<file path="src/rtl/branch_pred_log.sv">
// branch_pred_log: in-order log of fetch-time branch predictions,
// matched against resolve outcomes to train the predictor.
// Ports: clk, rst_n (async, active-low); push, push_pred, push_pc
// log a predicted branch; resolve, resolve_taken retire the oldest.
// Outputs: decr_count_brnch / mispredict pulses, brnc_pred_log,
// mispred_pc (recovery PC), count, full, empty.
// Optional: define BPLOG_ERR_EN to add the sticky err output.
module branch_pred_log #(
  parameter int DEPTH = 4,
  parameter int PTR_W = 2
) (
  input  logic             clk,
  input  logic             rst_n,
  input  logic             push,
  input  logic             push_pred,
  input  logic [15:0]      push_pc,
  input  logic             resolve,
  input  logic             resolve_taken,
  output logic             decr_count_brnch,
  output logic             mispredict,
  output logic             brnc_pred_log,
  output logic [15:0]      mispred_pc,
  output logic [PTR_W:0]   count,
  output logic             full,
  output logic             empty
`ifdef BPLOG_ERR_EN
  ,
  output logic             err
`endif
);

  logic             pred_q [DEPTH];
  logic [15:0]      pc_q   [DEPTH];
  logic [PTR_W-1:0] head;
  logic [PTR_W-1:0] tail;
  logic [PTR_W:0]   cnt;

  logic             do_res;
  logic             hit;
  logic             miss;
  logic             do_push;
  logic             head_pred;
  logic [15:0]      head_pc;

  assign count = cnt;
  assign full  = (cnt == (PTR_W+1)'(DEPTH));
  assign empty = (cnt == '0);

  assign head_pred = pred_q[head];
  assign head_pc   = pc_q[head];

  assign do_res = resolve && !empty;
  assign hit    = do_res && (head_pred == resolve_taken);
  assign miss   = do_res && !hit;
  // A matching pop frees the slot the push needs, so a full
  // log still accepts it; a flush discards wrong-path pushes.
  assign do_push = push && !miss && (!full || hit);

  always_ff @(posedge clk) begin
    if (do_push) begin
      pred_q[tail] <= push_pred;
      pc_q[tail]   <= push_pc;
    end
  end

  always_ff @(posedge clk or negedge rst_n) begin
    if (!rst_n) begin
      head <= '0;
      tail <= '0;
      cnt  <= '0;
    end else if (miss) begin
      head <= '0;
      tail <= '0;
      cnt  <= '0;
    end else begin
      if (hit)
        head <= head + PTR_W'(1);
      if (do_push)
        tail <= tail + PTR_W'(1);
      cnt <= cnt + (PTR_W+1)'(do_push)
                 - (PTR_W+1)'(hit);
    end
  end

  always_ff @(posedge clk or negedge rst_n) begin
    if (!rst_n) begin
      decr_count_brnch <= 1'b0;
      mispredict       <= 1'b0;
      brnc_pred_log    <= 1'b0;
      mispred_pc       <= 16'h0000;
    end else begin
      decr_count_brnch <= hit;
      mispredict       <= miss;
      if (do_res)
        brnc_pred_log <= head_pred;
      if (miss)
        mispred_pc <= head_pc;
    end
  end

`ifdef BPLOG_ERR_EN
  logic bad_push;
  logic bad_res;

  assign bad_push = push && full && !do_res;
  assign bad_res  = resolve && empty;

  always_ff @(posedge clk or negedge rst_n) begin
    if (!rst_n)
      err <= 1'b0;
    else if (bad_push || bad_res)
      err <= 1'b1;
  end
`endif

endmodule

</file>
<file path="config.mk">
export PLATFORM = sky130hd
export DESIGN_NAME = branch_pred_log
export DESIGN_NICKNAME = d
export VERILOG_FILES = /design/src/rtl/branch_pred_log.sv
export SDC_FILE = /design/constraint.sdc
export NUM_CORES = 1
export LEC_CHECK = 0
export CORE_ASPECT_RATIO = 1.4
export CORE_UTILIZATION = 49
export DETAILED_ROUTE_END_ITERATION = 8
export HOLD_SLACK_MARGIN = 0.03
export MAX_ROUTING_LAYER = met4
export PLACE_DENSITY_LB_ADDON = 0.12
export SLEW_MARGIN = 25
export SYNTH_ARGS = -nofsm -noshare
export SYNTH_HDL_FRONTEND = slang
export SYNTH_SLANG_ARGS = --single-unit
</file>
<file path="constraint.sdc">
create_clock -name clk -period 2.9 [get_ports clk]
set_input_delay 0.435 -clock clk [delete_from_list [all_inputs] [get_ports clk]]
set_output_delay 0.435 -clock clk [all_outputs]
set_load 0.01 [all_outputs]
</file>
Word-level counts from Yosys, hierarchy flattened
Memory sizes are Yosys's and may differ from the RTL's. A register that Yosys moved wholly into a read port is not among the register bits.
Cells that the tools add are included.
{"block": "word_totals", "register_bits": 10, "mem_count": 2, "mem_bits_rw": 68}
{"block": "classes", "n_eq_ne": 2, "n_mux": 7, "reduce_logical": 14, "addsub": 4}
{"memory": "pc_q", "words": 4, "width": 16, "read_ports": 1, "rd_clocked_by_memory_dff": 1, "write_ports": 1, "line_no": "33", "source": "logic [15:0] pc_q [DEPTH];"}
{"memory": "pred_q", "words": 4, "width": 1, "read_ports": 1, "rd_clocked_by_memory_dff": 0, "write_ports": 1, "line_no": "32", "source": "logic pred_q [DEPTH];"}
{"op": "2-to-1 mux 2 bit", "n": 4}
{"op": "logical AND 1 bit", "n": 5}
{"op": "zero test 1 bit", "n": 5}
{"op": "adder 2 x 1 -> 2 bit (second input constant)", "n": 2}
{"op": "nonzero test 2 bit", "n": 2}
{"op": "adder 3 x 1 -> 3 bit", "n": 1}
{"op": "equality test 3 bit (second input constant)", "n": 1}
{"op": "zero test 3 bit", "n": 1}
{"op": "2-to-1 mux 3 bit", "n": 1}
{"op": "subtractor 3 x 1 -> 3 bit", "n": 1}
{"op": "2-to-1 mux 1 bit", "n": 2}
{"op": "equality test 1 bit", "n": 1}
{"op": "logical OR 1 bit", "n": 1}

Longest topological paths before layout
{"block": "logic_depth", "word_depth": 12, "ltp_mapped": 11, "mapped_depth_nobuf": 10}

Worst setup path after synthesis
OpenSTA, ideal clock, no wires.
{"block": "synth_timing", "path_kind": "register to register", "start": "register cnt[1] (netlist: count[1])", "end": "memory pc_q[0][0], enable pin", "arrival_ps": 2952, "synth_period_minus_slack_ps": 3369, "stages_incl_launch_ff": 7, "setup_slack_ps": -469, "setup_time_ps": 416, "t_required_ps": 2484, "cell_sequence": "dfrtp_1 -> nor3_1 -> nand2b_1 -> clkbuf_1 -> a211oi_4 -> buf_2 -> nor3b_1"}
{"block": "synth_via", "elab_chain_cells": 11, "word_cells_on_any_way": 14}
{"element": "from (decl)", "line_no": "36", "source": "logic [PTR_W:0] cnt;"}
{"element": "from (signal assigned)", "line_no": "80", "source": "cnt <= cnt + (PTR_W+1)'(do_push)"}
{"element": "zero test 3 bit *", "line_no": "47", "source": "assign empty = (cnt == '0);"}
{"element": "via empty", "line_no": "25", "source": "output logic empty"}
{"element": "zero test 1 bit *", "line_no": "52", "source": "assign do_res = resolve && !empty;"}
{"element": "logical AND 1 bit *", "line_no": "52"}
{"element": "logical AND 1 bit", "line_no": "53", "source": "assign hit = do_res && (head_pred == resolve_taken);"}
{"element": "zero test 1 bit", "line_no": "54", "source": "assign miss = do_res && !hit;"}
{"element": "logical AND 1 bit *", "line_no": "54"}
{"element": "via miss", "line_no": "40", "source": "logic miss;"}
{"element": "zero test 1 bit *", "line_no": "57", "source": "assign do_push = push && !miss && (!full || hit);"}
{"element": "logical AND 1 bit * (2 in series)", "line_no": "57"}
{"element": "2-to-1 mux 1 bit *", "line_no": "60", "source": "if (do_push) begin"}
{"element": "2-to-1 mux 1 bit (implied by the code) *", "line_no": "62", "source": "pc_q[tail] <= push_pc;"}
{"element": "to (decl)", "line_no": "33"}
The timed path passes the listed nets; every way through them passes the cells marked *.

Worst setup path after layout
{"block": "layout_timing", "start": "register head[1]", "end": "register cnt[2] (netlist: count[2])"}
{"block": "layout_via", "elab_chain_cells": 11, "word_cells_on_any_way": 12}
{"element": "from (decl)", "line_no": "34", "source": "logic [PTR_W-1:0] head;"}
{"element": "from (signal assigned)", "line_no": "77", "source": "head <= head + PTR_W'(1);"}
{"element": "memory (4 x 1 bit) *"}
{"element": "equality test 1 bit *", "line_no": "53"}
{"element": "logical AND 1 bit *", "line_no": "53"}
{"element": "zero test 1 bit", "line_no": "54"}
{"element": "logical AND 1 bit", "line_no": "54"}
{"element": "zero test 1 bit", "line_no": "57"}
{"element": "logical AND 1 bit (2 in series)", "line_no": "57"}
{"element": "adder 3 x 1 -> 3 bit", "line_no": "80"}
{"element": "subtractor 3 x 1 -> 3 bit", "line_no": "81", "source": "- (PTR_W+1)'(hit);"}
{"element": "2-to-1 mux 3 bit *", "line_no": "71", "source": "end else if (miss) begin"}
Mark *: on every way between the ends. The rest lies on a longest branch, timed or not.
A chain may end at the register's enable or synchronous reset.

==> impl_metrics.prom <==
# TYPE chip_impl_metric gauge
chip_impl_info{name="outcome",value="completed"} 1
chip_impl_metric{name="drt_drc_violations_left",unit=""} 0
chip_impl_metric{name="rows",unit=""} 37
chip_impl_metric{name="timing.critical_path.required",unit="ns"} 3.15
chip_impl_info{name="most_instantiated_flip_flop_cell_in_the_synthesis_netlist",value="edfxtp_1"} 1
chip_impl_info{name="timing.critical_path.to_type",value="register"} 1
chip_impl_metric{name="number_of_flops_mapped_to_enable_cells_by_yosys",unit=""} 68
chip_impl_metric{name="post_drt_wl_per_cell",unit="um"} 18.7
chip_impl_metric{name="postPlaceCellArea",unit="um^2"} 4380
chip_impl_metric{name="ys.warnings.count",unit=""} 0
chip_impl_metric{name="final.period_utilization",unit=""} 0.907
chip_impl_metric{name="synth.cell_area",unit="um^2"} 3690
chip_impl_metric{name="multi_input_area",unit="um^2"} 991
chip_impl_metric{name="postLayoutCoreUtil",unit=""} 0.627
chip_impl_metric{name="setup_violations",unit=""} 0
chip_impl_metric{name="worst_setup_hold_path_clk_slew",unit="ns"} 0.08
chip_impl_metric{name="floorplan.io_pins",unit=""} 46
chip_impl_metric{name="dpl.hpwl",unit="um"} 4590
chip_impl_metric{name="total_number_of_clock_tree_sinks",unit=""} 94
chip_impl_metric{name="skew",unit="ns"} 0.00846
chip_impl_metric{name="yosys_register_bits",unit=""} 94
chip_impl_metric{name="synth_cell_type_count",unit=""} 27
chip_impl_metric{name="finalWirelength",unit="um"} 6540
chip_impl_metric{name="grt_pass1_vias",unit=""} 2068
chip_impl_metric{name="grt_antenna_before_repair",unit=""} 0
chip_impl_metric{name="drtIter0Drc",unit=""} 79
chip_impl_metric{name="postSynthCellCount",unit=""} 180
chip_impl_metric{name="synth_area_per_cell",unit="um^2"} 20.5
chip_impl_metric{name="track_usage",unit=""} 0.197
chip_impl_metric{name="drt-vias-per-instance",unit=""} 5.40
chip_impl_metric{name="fillCellCount",unit=""} 551
chip_impl_metric{name="placement.io_buffers",unit=""} 45
chip_impl_metric{name="seq_area_frac_synth",unit=""} 0.729
chip_impl_metric{name="gr-total-overflow",unit=""} 0
chip_impl_metric{name="area.growth.synth_to_final",unit="%"} 24.3
chip_impl_info{name="rsz0062_at_grt",value="false"} 1
chip_impl_metric{name="detailroute.via_count",unit=""} 1884
chip_impl_metric{name="final_period_minus_worst_setup_slack",unit="ns"} 2.63
chip_impl_metric{name="synth_fp_nets",unit=""} 208
chip_impl_metric{name="global_route_wire_length_before_repair",unit="um"} 10700
chip_impl_metric{name="die_width",unit="um"} 75.4
chip_impl_metric{name="synth_top_cell_area_share",unit=""} 0.553
chip_impl_info{name="yosys-top-cells-count",value="edfxtp_1, dfrtp_1, mux4_2"} 1
chip_impl_metric{name="total_leakage_power",unit="nW"} 1.64
chip_impl_metric{name="seqCellArea",unit="um^2"} 2690
chip_impl_info{name="path_class",value="register to register"} 1
chip_impl_metric{name="coreArea",unit="um^2"} 7310
chip_impl_metric{name="drt_pre_antenna_iters",unit=""} 4
chip_impl_metric{name="gp_congestion",unit=""} 0.768
chip_impl_metric{name="timing.final.max_slew_violations",unit=""} 0
chip_impl_metric{name="cts.path.max_buffers",unit=""} 2
chip_impl_metric{name="finalNetCount",unit=""} 275
chip_impl_metric{name="start_util",unit=""} 0.505
chip_impl_info{name="clk_root_buffer_cell",value="clkbuf_8"} 1
chip_impl_info{name="yosys.cell_count.top_type",value="edfxtp_1"} 1
chip_impl_metric{name="max_slew.worst_pin.slew",unit="ns"} 0.740
chip_impl_metric{name="num_antenna_cells",unit=""} 0
chip_impl_info{name="cp-start-kind",value="register"} 1
chip_impl_metric{name="clock_buffer_count_from_cts",unit=""} 9
chip_impl_metric{name="final_hold_violation_count",unit=""} 0
chip_impl_metric{name="maxSlewHeadroom",unit=""} 0.506
chip_impl_metric{name="worstPathArrival",unit="ns"} 2.88
chip_impl_metric{name="max_clock_freq",unit="MHz"} 380
chip_impl_metric{name="layout-drive-gt1-share",unit=""} 0.286
chip_impl_metric{name="postCtsResizedCells",unit=""} 0
chip_impl_metric{name="cap_viol_max_count",unit=""} 0
chip_impl_metric{name="chipHeight",unit="um"} 105
chip_impl_metric{name="total_power",unit="mW"} 4.50
chip_impl_info{name="tritoncts",value="built"} 1
chip_impl_metric{name="crit_path_max_fanout",unit=""} 4
chip_impl_metric{name="final_design_area_no_fill",unit="um^2"} 4590
chip_impl_info{name="netlist_top_cells_area",value="edfxtp_1, dfrtp_1, mux4_2"} 1
chip_impl_metric{name="largest_net_degree_at_the_start_of_global_routing",unit=""} 27
chip_impl_metric{name="vdd_drop_max",unit="V"} 0.000530
chip_impl_metric{name="ant_nets",unit=""} 0
chip_impl_metric{name="pwr_per_cell_area",unit="nW/um^2"} 982
chip_impl_metric{name="post_cts.repair.setup_buffers",unit=""} 0
chip_impl_metric{name="fp.dieArea",unit="um^2"} 7890
chip_impl_metric{name="insertion_delay",unit="ns"} 0.36
chip_impl_metric{name="cts.htree.levels",unit=""} 3
chip_impl_info{name="synthDominantAreaCellType",value="edfxtp_1"} 1
chip_impl_metric{name="ffs_w_async_s_r_synth",unit=""} 0.277
chip_impl_metric{name="setup-tns-final",unit="ns"} 0
chip_impl_metric{name="holdBufCountCts",unit=""} 0
chip_impl_info{name="worst_hold_path_type",value="input port to asynchronous set/reset pin"} 1
-- area by class of cell --
class / instances / share of cell area
sequential: 94 / 0.587
clock buffer: 13 / 0.0303
clock inverter: 3 / 0.00981
multi-input combinational: 75 / 0.216
timing repair buffer: 63 / 0.128
tap: 97 / 0.0264
inverter: 4 / 0.00327
-- placed cells by master, fill, tap and decap left out, drive strengths merged, types with 4 or more instances in the layout --
cell            n
ha              5
clkbuf         13
mux4           16
inv             4
dfrtp          26
buf            18
mux2           19
clkdlybuf4s50  45
edfxtp         68
nor3b           4
nor2            6
-- registers in the layout, summed over array words and instances (netlist names) --
name              count
count                 3
pc_q                 64
decr_count_brnch      1
mispred_pc           16
tail                  2
brnc_pred_log         1
mispredict            1
head                  2
pred_q                4
-- final timing paths --
| path | start | end | slack, ns | cells past startpoint |
|---|---|---|---|---|
| max in group asynchronous | rst_n | mispred_pc[14] | 2.17 | 2 |
| min reg2reg | brnc_pred_log | brnc_pred_log | 0.49 | 2 |
| max reg2reg | head[1] | count[2] | 0.27 | 11 |
| min | rst_n | mispred_pc[10] | 0.45 | 2 |
| max | head[1] | count[2] | 0.27 | 11 |
| min in group clk | brnc_pred_log | brnc_pred_log | 0.49 | 2 |
-- per-layer routing --
layer,GRT usage,up-vias,routed length (um)
met3,0.0501,18,257
met2,0.301,49,3460
met4,0.0807,0,144
met1,0.249,989,2680
met5,-,-,0
li1,-,828,-
-- critical path, cell delays in order, from the launching register on --
cell and delay (ns):
dfrtp_1 0.44, mux2i_1 0.35, xor2_2 0.24, buf_4 0.14
a21oi_1 0.08, o31ai_1 0.26, ha_1 0.19, inv_1 0.04
fa_1 0.37, xor2_1 0.21, xnor2_1 0.14, nor2_1 0.05
-- where the power goes --
| part | switching, mW | internal (mW) |
|---|---|---|
| Sequential | 0.176 | 1.81 |
| Combinational | 0.715 | 0.984 |
| Clock | 0.417 | 0.400 |
-- per-stage QoR --
stage,cells,setup WS (ns),hold WS (ns)
after floorplan,180,-0.469,0.139
after global placement,333,-0.0897,0.473
after detailed placement,333,-0.170,0.478
after CTS,349,0.0844,0.443
after global routing,349,0.0372,0.479
final,349,0.268,0.452
-- kinds of logic (layout without fill, tap and decap cells) --
group           after synthesis  after routing  synth area share
simple gates                 19             19            0.0271
compound gates                7              7            0.0180
buf+inv                      11             83            0.0169
flops                        94             94             0.729
mux                          38             38             0.175
fa+ha+maj                     6              6            0.0224
xor+xnor                      5              5            0.0119
(Power assumes the default switching activity.)
